$ cat config.mk
export PLATFORM = sky130hd
export DESIGN_NAME = mem_access_stage
export DESIGN_NICKNAME = d
export VERILOG_FILES = /design/src/rtl/mem_access_stage.sv
export SDC_FILE = /design/constraint.sdc
export NUM_CORES = 1
export LEC_CHECK = 0
export CORE_UTILIZATION = 43
export DETAILED_ROUTE_END_ITERATION = 10
export DONT_BUFFER_PORTS = 1
export SLEW_MARGIN = 20
export SYNTH_ARGS = -nofsm -noshare
export SYNTH_HDL_FRONTEND = slang
export SYNTH_SLANG_ARGS = --single-unit
$ cat constraint.sdc
create_clock -name clk -period 2.2 [get_ports clk]
set_input_delay 0.44 -clock clk [delete_from_list [all_inputs] [get_ports clk]]
set_output_delay 0.44 -clock clk [all_outputs]
set_load 0.005 [all_outputs]
$ cat src/rtl/mem_access_stage.sv
// MEM stage / MEM-WB register: drives data-memory loads and stores over req/gnt/rvalid.
// Optional feature macro MISALIGN_TRAP_EN: flag misaligned H/W accesses instead of masking them.
module mem_access_stage #(
    parameter int unsigned AW = 32,
    parameter int unsigned DW = 32
) (
    input  logic          clk,
    input  logic          r,
    input  logic          in_valid,
    input  logic          in_memtoreg,
    input  logic          in_regwrite,
    input  logic          in_memwrite,
    input  logic [31:0]   in_alu_result,
    input  logic [DW-1:0] in_wdata,
    input  logic [4:0]    in_rd,
    input  logic [2:0]    in_funct3,
    output logic          stall,
    output logic          dmem_req,
    output logic          dmem_we,
    output logic [AW-1:0] dmem_addr,
    output logic [DW-1:0] dmem_wdata,
    output logic [3:0]    dmem_be,
    input  logic          dmem_gnt,
    input  logic          dmem_rvalid,
    input  logic [DW-1:0] dmem_rdata,
    output logic          wb_valid,
    output logic          wb_regwrite,
    output logic          wb_memtoreg,
    output logic [4:0]    wb_rd,
    output logic [DW-1:0] wb_data,
    output logic          misalign
);

    typedef enum logic [1:0] {StIdle, StReq, StWait, StDone} state_e;

    state_e        state_q, state_d;
    logic          req_q, req_d;
    logic          we_q, we_d;
    logic [AW-1:0] addr_q, addr_d;
    logic [3:0]    be_q, be_d;
    logic [DW-1:0] sdata_q, sdata_d;
    logic [31:0]   alu_q, alu_d;
    logic [1:0]    off_q, off_d;
    logic [2:0]    funct3_q, funct3_d;
    logic [4:0]    rd_q, rd_d;
    logic          regwrite_q, regwrite_d;
    logic          memtoreg_q, memtoreg_d;
    logic [DW-1:0] rdata_q, rdata_d;
    logic          wb_valid_q, wb_valid_d;
    logic          wb_regwrite_q, wb_regwrite_d;
    logic          wb_memtoreg_q, wb_memtoreg_d;
    logic [4:0]    wb_rd_q, wb_rd_d;
    logic [DW-1:0] wb_data_q, wb_data_d;
    logic          misalign_q, misalign_d;

    logic          mem_op;
    logic          is_byte;
    logic          is_half;
    logic          trap;
    logic [1:0]    lane_off;
    logic [3:0]    st_be;
    logic [DW-1:0] st_data;
    logic [DW-1:0] ld_shift;
    logic [DW-1:0] ld_data;

    assign mem_op  = in_valid & (in_memtoreg | in_memwrite);
    // Size comes from funct3[1:0]; the unsigned bit only matters for load extension.
    assign is_byte = (in_funct3[1:0] == 2'b00);
    assign is_half = (in_funct3[1:0] == 2'b01);

`ifdef MISALIGN_TRAP_EN
    logic misaligned;
    assign misaligned = is_half ? in_alu_result[0] : (!is_byte && (in_alu_result[1:0] != 2'b00));
    assign trap       = mem_op & misaligned;
`else
    assign trap = 1'b0;
`endif

    // Low address bits below the access size are dropped, so misaligned accesses land aligned.
    always_comb begin
        if (is_byte) begin
            lane_off = in_alu_result[1:0];
            st_be    = 4'b0001 << in_alu_result[1:0];
            st_data  = {4{in_wdata[7:0]}};
        end else if (is_half) begin
            lane_off = {in_alu_result[1], 1'b0};
            st_be    = 4'b0011 << {in_alu_result[1], 1'b0};
            st_data  = {2{in_wdata[15:0]}};
        end else begin
            lane_off = 2'b00;
            st_be    = 4'b1111;
            st_data  = in_wdata;
        end
    end

    assign ld_shift = rdata_q >> {off_q, 3'b000};

    always_comb begin
        case (funct3_q)
            3'b000:  ld_data = {{24{ld_shift[7]}}, ld_shift[7:0]};
            3'b100:  ld_data = {24'd0, ld_shift[7:0]};
            3'b001:  ld_data = {{16{ld_shift[15]}}, ld_shift[15:0]};
            3'b101:  ld_data = {16'd0, ld_shift[15:0]};
            default: ld_data = rdata_q;
        endcase
    end

    always_comb begin
        state_d       = state_q;
        req_d         = req_q;
        we_d          = we_q;
        addr_d        = addr_q;
        be_d          = be_q;
        sdata_d       = sdata_q;
        alu_d         = alu_q;
        off_d         = off_q;
        funct3_d      = funct3_q;
        rd_d          = rd_q;
        regwrite_d    = regwrite_q;
        memtoreg_d    = memtoreg_q;
        rdata_d       = rdata_q;
        wb_valid_d    = wb_valid_q;
        wb_regwrite_d = wb_regwrite_q;
        wb_memtoreg_d = wb_memtoreg_q;
        wb_rd_d       = wb_rd_q;
        wb_data_d     = wb_data_q;
        misalign_d    = misalign_q;
        stall         = 1'b0;

        case (state_q)
            StIdle: begin
                if (mem_op && !trap) begin
                    stall      = 1'b1;
                    state_d    = StReq;
                    req_d      = 1'b1;
                    we_d       = in_memwrite;
                    addr_d     = {in_alu_result[AW-1:2], 2'b00};
                    be_d       = st_be;
                    sdata_d    = st_data;
                    alu_d      = in_alu_result;
                    off_d      = lane_off;
                    funct3_d   = in_funct3;
                    rd_d       = in_rd;
                    regwrite_d = in_regwrite;
                    memtoreg_d = in_memtoreg;
                    wb_valid_d = 1'b0;
                    misalign_d = 1'b0;
                end else begin
                    // Plain pass-through; a trapped access retires as a non-writing entry.
                    wb_valid_d    = in_valid;
                    wb_regwrite_d = in_regwrite & ~trap;
                    wb_memtoreg_d = in_memtoreg;
                    wb_rd_d       = in_rd;
                    wb_data_d     = in_alu_result;
                    misalign_d    = trap;
                end
            end
            StReq: begin
                stall      = 1'b1;
                wb_valid_d = 1'b0;
                if (dmem_gnt) begin
                    req_d = 1'b0;
                    if (we_q) begin
                        state_d = StDone;
                    end else if (dmem_rvalid) begin
                        rdata_d = dmem_rdata;
                        state_d = StDone;
                    end else begin
                        state_d = StWait;
                    end
                end
            end
            StWait: begin
                stall      = 1'b1;
                wb_valid_d = 1'b0;
                if (dmem_rvalid) begin
                    rdata_d = dmem_rdata;
                    state_d = StDone;
                end
            end
            StDone: begin
                state_d       = StIdle;
                wb_valid_d    = 1'b1;
                wb_regwrite_d = regwrite_q;
                wb_memtoreg_d = memtoreg_q;
                wb_rd_d       = rd_q;
                wb_data_d     = memtoreg_q ? ld_data : alu_q;
                misalign_d    = 1'b0;
            end
            default: state_d = StIdle;
        endcase
    end

    always_ff @(posedge clk) begin
        if (!r) begin
            state_q       <= StIdle;
            req_q         <= 1'b0;
            we_q          <= 1'b0;
            addr_q        <= '0;
            be_q          <= '0;
            sdata_q       <= '0;
            alu_q         <= '0;
            off_q         <= '0;
            funct3_q      <= '0;
            rd_q          <= '0;
            regwrite_q    <= 1'b0;
            memtoreg_q    <= 1'b0;
            rdata_q       <= '0;
            wb_valid_q    <= 1'b0;
            wb_regwrite_q <= 1'b0;
            wb_memtoreg_q <= 1'b0;
            wb_rd_q       <= '0;
            wb_data_q     <= '0;
            misalign_q    <= 1'b0;
        end else begin
            state_q       <= state_d;
            req_q         <= req_d;
            we_q          <= we_d;
            addr_q        <= addr_d;
            be_q          <= be_d;
            sdata_q       <= sdata_d;
            alu_q         <= alu_d;
            off_q         <= off_d;
            funct3_q      <= funct3_d;
            rd_q          <= rd_d;
            regwrite_q    <= regwrite_d;
            memtoreg_q    <= memtoreg_d;
            rdata_q       <= rdata_d;
            wb_valid_q    <= wb_valid_d;
            wb_regwrite_q <= wb_regwrite_d;
            wb_memtoreg_q <= wb_memtoreg_d;
            wb_rd_q       <= wb_rd_d;
            wb_data_q     <= wb_data_d;
            misalign_q    <= misalign_d;
        end
    end

    assign dmem_req    = req_q;
    assign dmem_we     = we_q;
    assign dmem_addr   = addr_q;
    assign dmem_be     = be_q;
    assign dmem_wdata  = sdata_q;
    assign wb_valid    = wb_valid_q;
    assign wb_regwrite = wb_regwrite_q;
    assign wb_memtoreg = wb_memtoreg_q;
    assign wb_rd       = wb_rd_q;
    assign wb_data     = wb_data_q;
    assign misalign    = misalign_q;

endmodule

==> impl.org <==
** Clocking
- Number of buffers on the longest clock path :: 2
- Number of clock buffers inserted by TritonCTS :: 17
- CTS placed an instance of sky130_fd_sc_hd__clkbuf_16 at the clock tree root.
- Clock insertion delay at the later pin of the skew report :: between 400 and 500 ps
- TritonCTS built the clock tree.
- Number of hold buffers added after CTS :: 0
- Clock tree synthesis found a total of roughly 160 sinks.
- The H-tree generated during clock tree synthesis spans 4 levels.
- Clock slew seen by the registers of the worst setup and hold paths :: about 60 ps

** Finish
- Fill cells :: roughly 1.7k
- Fraction of layout instances using a drive strength above 1 :: 0.0968
- Final core occ :: 0.474
- Highest-count cells in the layout ignoring fill and taps :: 154 x sky130_fd_sc_hd__dfxtp_1, 132 x sky130_fd_sc_hd__nand2_1, 97 x sky130_fd_sc_hd__nor2_1, 89 x sky130_fd_sc_hd__a21oi_1, 83 x sky130_fd_sc_hd__mux2i_1
- Relative to the synthesized area, the layout overhead comes to 7.34%.
- Most common library cell in the layout ignoring fill and taps :: sky130_fd_sc_hd__dfxtp_1
- The multi-input combinational cells in the finished layout cover a total of 3880 µm².
- Final design area excluding fillers :: between 8000 and 9000 µm²
- In the final layout, flip-flops and latches occupy around 3100 µm².
- Net count reported at finish :: 975

** Global routing
- For this run, global-route usage on met2 was measured as 0.371.
- For this run, the total global-route usage over all layers was measured as 0.235.
- The first global-routing pass estimated about 33 mm of wire.
- Global route total overflow :: 0
- For met3 alone, demand over resource in global routing was 0.0759.
- Pin count of the biggest net entering global routing :: 140
- The number of antenna violations at the first check in global routing came to 2.
- The via count of the first global-routing pass is a little under 6k.
- After global routing, the most crowded layer is met2.
- For met1 alone, demand over resource in global routing was 0.295.

** Route
- Routed WL per cell :: roughly 20 µm
- In the routed design, unresolved DRC markers number 0.
- Pre-Repair DR Iteration Count :: 5
- Routed wire length :: 21.7 mm
- DRC violation total after the first TritonRoute iteration :: between 300 and 400
- DR vias/cell :: approximately 5.8
- Count of antenna-violating nets left after detailed routing :: 0
- DR vias :: between 6k and 7k

** Logic synthesis
- Syn avg cell area :: about 8.3 µm²
- Count of state elements after synthesis :: approximately 160
- Number of standard cells after synthesis :: a little over 900
- The synthesized design contains 0 enable-type register cells.
- Of the synthesized area, sequential elements account for 0.408.
- Synth cell types :: 50
- Primary FF master, synth :: sky130_fd_sc_hd__dfxtp_1
- The mapped netlist covers between 7000 and 8000 µm².
- For this run, asynchronously set or reset flops after synthesis account for 0.
- During synthesis, Yosys emitted a total of 0 warnings.

** Worst hold path
- Along the worst hold path, the cell count comes to 1.
- Type of the most critical hold path :: primary input to flip-flop

** Critical path
- Setup slack, reg-to-reg :: 200 ps
- Startpoint class of the critical path :: flip-flop
- Data on the critical path is required at its endpoint by roughly 1800 ps.
- Type of the setup path with the least slack :: flip-flop to output pin
- Data arrives at the worst endpoint at ~1600 ps.
- For the worst flop-to-flop path, the logic depth is 8.
- STA classifies the critical path endpoint as an output pin.
- Along the worst path, the maximum fanout reaches 7.

** Placed design
- Final weighted congestion of routability-driven global placement :: approximately 0.83
- Number of input and output port buffers inserted :: 0
- Final HPWL DP :: 14.9 mm
- Placed cell areas :: 7640 µm²

** Power and ir drop
- Static leakage power :: 3.17 nW
- Max IR drop VDD :: 0.613 mV
- After layout, the design draws a total of 0.0102 W.
- Areal power density over the cells :: 1240 nW/µm²

** Timing
- Between clock sinks in the finished design, the worst skew comes to about 7.6 ps.
- Number of hold violations in the final report :: 0
- On the final layout, the worst hold slack is approximately 130 ps.
- Summed over all failing endpoints, the final setup total negative slack is 0 ps.
- Part of the cycle the worst path needs :: 0.933
- Measured slew at the worst slew-check pin :: a little under 800 ps
- Setup repair after global routing left no endpoint under its margin.
- Timing would allow up to around 490 MHz.
- Number of endpoints failing setup at the final stage :: 0
- The max-slew violation count came to 0.
- Subtracting the final worst setup slack from the clock period gives 2050 ps.
- Relative slew margins :: 0.476

** Job
- The tool flagged a number of max-cap violations equal to 0.

** Floorplanning
- Core Footprint :: around 17000 µm²
- Ports :: between 200 and 250
- Die Footprint :: between 15000 and 20000 µm²
- Starting utilization of the core area :: 0.441
- Measured along the x axis, the die boundary spans 135 µm.
- From bottom edge to top edge, the die measures around 140 µm.
- The initialized floorplan defines 48 standard-cell rows.

** Run status
- Outcome :: finished clean
==> cell families after synthesis <==
| kind of cell | Yosys count | share of synthesized area |
|---|---|---|
| mux | 84 | 0.111 |
| flops | 156 | 0.408 |
| fa+ha+maj | 5 | 0.00817 |
| simple gates | 270 | 0.150 |
| other cells | 1 | 0.000490 |
| compound gates | 265 | 0.232 |
| buf+inv | 137 | 0.0894 |
==> cell type report <==
type / instances / area share
clock buffers: 20 / 0.0531
inverters: 29 / 0.0135
well taps: 225 / 0.0343
flip-flops and latches: 156 / 0.380
repair buffers: 27 / 0.0338
diodes: 2 / 0.000609
multi-input cells: 627 / 0.472
clock inverters: 9 / 0.0122
==> final timing paths <==
path                   start    endpoint
setup reg to reg  state_q[0]  wb_data[1]
setup / recovery  state_q[0]       stall
hold / removal      dmem_gnt    dmem_req
hold reg to reg      rd_q[0]     rd_q[0]
==> synthesized netlist by cell type, types with 8 or more instances <==
cell type / count / area [µm²]
sky130_fd_sc_hd__o221a_2: 8 / 90.1
sky130_fd_sc_hd__a211oi_2: 10 / 125
sky130_fd_sc_hd__clkbuf_1: 48 / 180
sky130_fd_sc_hd__a21oi_1: 89 / 445
sky130_fd_sc_hd__nand3b_1: 8 / 60.1
sky130_fd_sc_hd__a22oi_1: 16 / 120
sky130_fd_sc_hd__o21ai_0: 53 / 265
sky130_fd_sc_hd__a211oi_1: 25 / 188
sky130_fd_sc_hd__a311oi_1: 9 / 78.8
sky130_fd_sc_hd__mux2i_1: 83 / 831
sky130_fd_sc_hd__dfxtp_1: 156 / 3120
sky130_fd_sc_hd__buf_2: 13 / 65.1
sky130_fd_sc_hd__nand3_1: 10 / 50.1
sky130_fd_sc_hd__nand2_1: 132 / 495
sky130_fd_sc_hd__buf_1: 10 / 37.5
sky130_fd_sc_hd__inv_1: 27 / 101
sky130_fd_sc_hd__o211ai_1: 9 / 67.6
sky130_fd_sc_hd__buf_4: 33 / 248
sky130_fd_sc_hd__nor2_1: 97 / 364
==> sequential cells by signal, indices dropped and copies added (netlist names), 2 cells and up <==
name and count:
dmem_wdata 32, rdata_q 32, wb_data 32, alu_q 31, rd_q 5, wb_rd 5
dmem_be 4, funct3_q 3, off_q 2, state_q 2
==> per-layer routing <==
layer | up-vias | wire length [µm] | share of wire
li1 | 3081 | - | -
met4 | 0 | 470 | 0.022
met1 | 2972 | 9400 | 0.43
met5 | - | 0 | 0
met2 | 224 | 10100 | 0.46
met3 | 27 | 1770 | 0.081
==> per-stage QoR <==
stage / cells / setup WS, ps
after global placement: 1060 / 232
after floorplan: 920 / 80.5
final: 1095 / 148
after global routing: 1093 / 32.5
after detailed placement: 1060 / 147
after CTS: 1089 / 41.7
==> worst max-delay path: stages (launching register included) <==
cell                      delay [ps]
sky130_fd_sc_hd__dfxtp_1         340
sky130_fd_sc_hd__inv_1           140
sky130_fd_sc_hd__ha_2            280
sky130_fd_sc_hd__o211a_4         230
sky130_fd_sc_hd__nor2_1           50
sky130_fd_sc_hd__nor2_1          160
==> where the power goes <==
part	total (W)	internal [W]	switching [W]
logic	0.00314	0.00133	0.00181
registers	0.00426	0.00354	0.000717
clock network	0.00278	0.00164	0.00114
==> repair_timing <==
item,in CTS,in global routing
pin swaps,0,1
cloned,0,0
resized for setup,1,0
hold endpoints to repair,0,0
endpoints found under the setup margin,1,1
buffers inserted,0,4
Power figures use the tool's default switching activity.
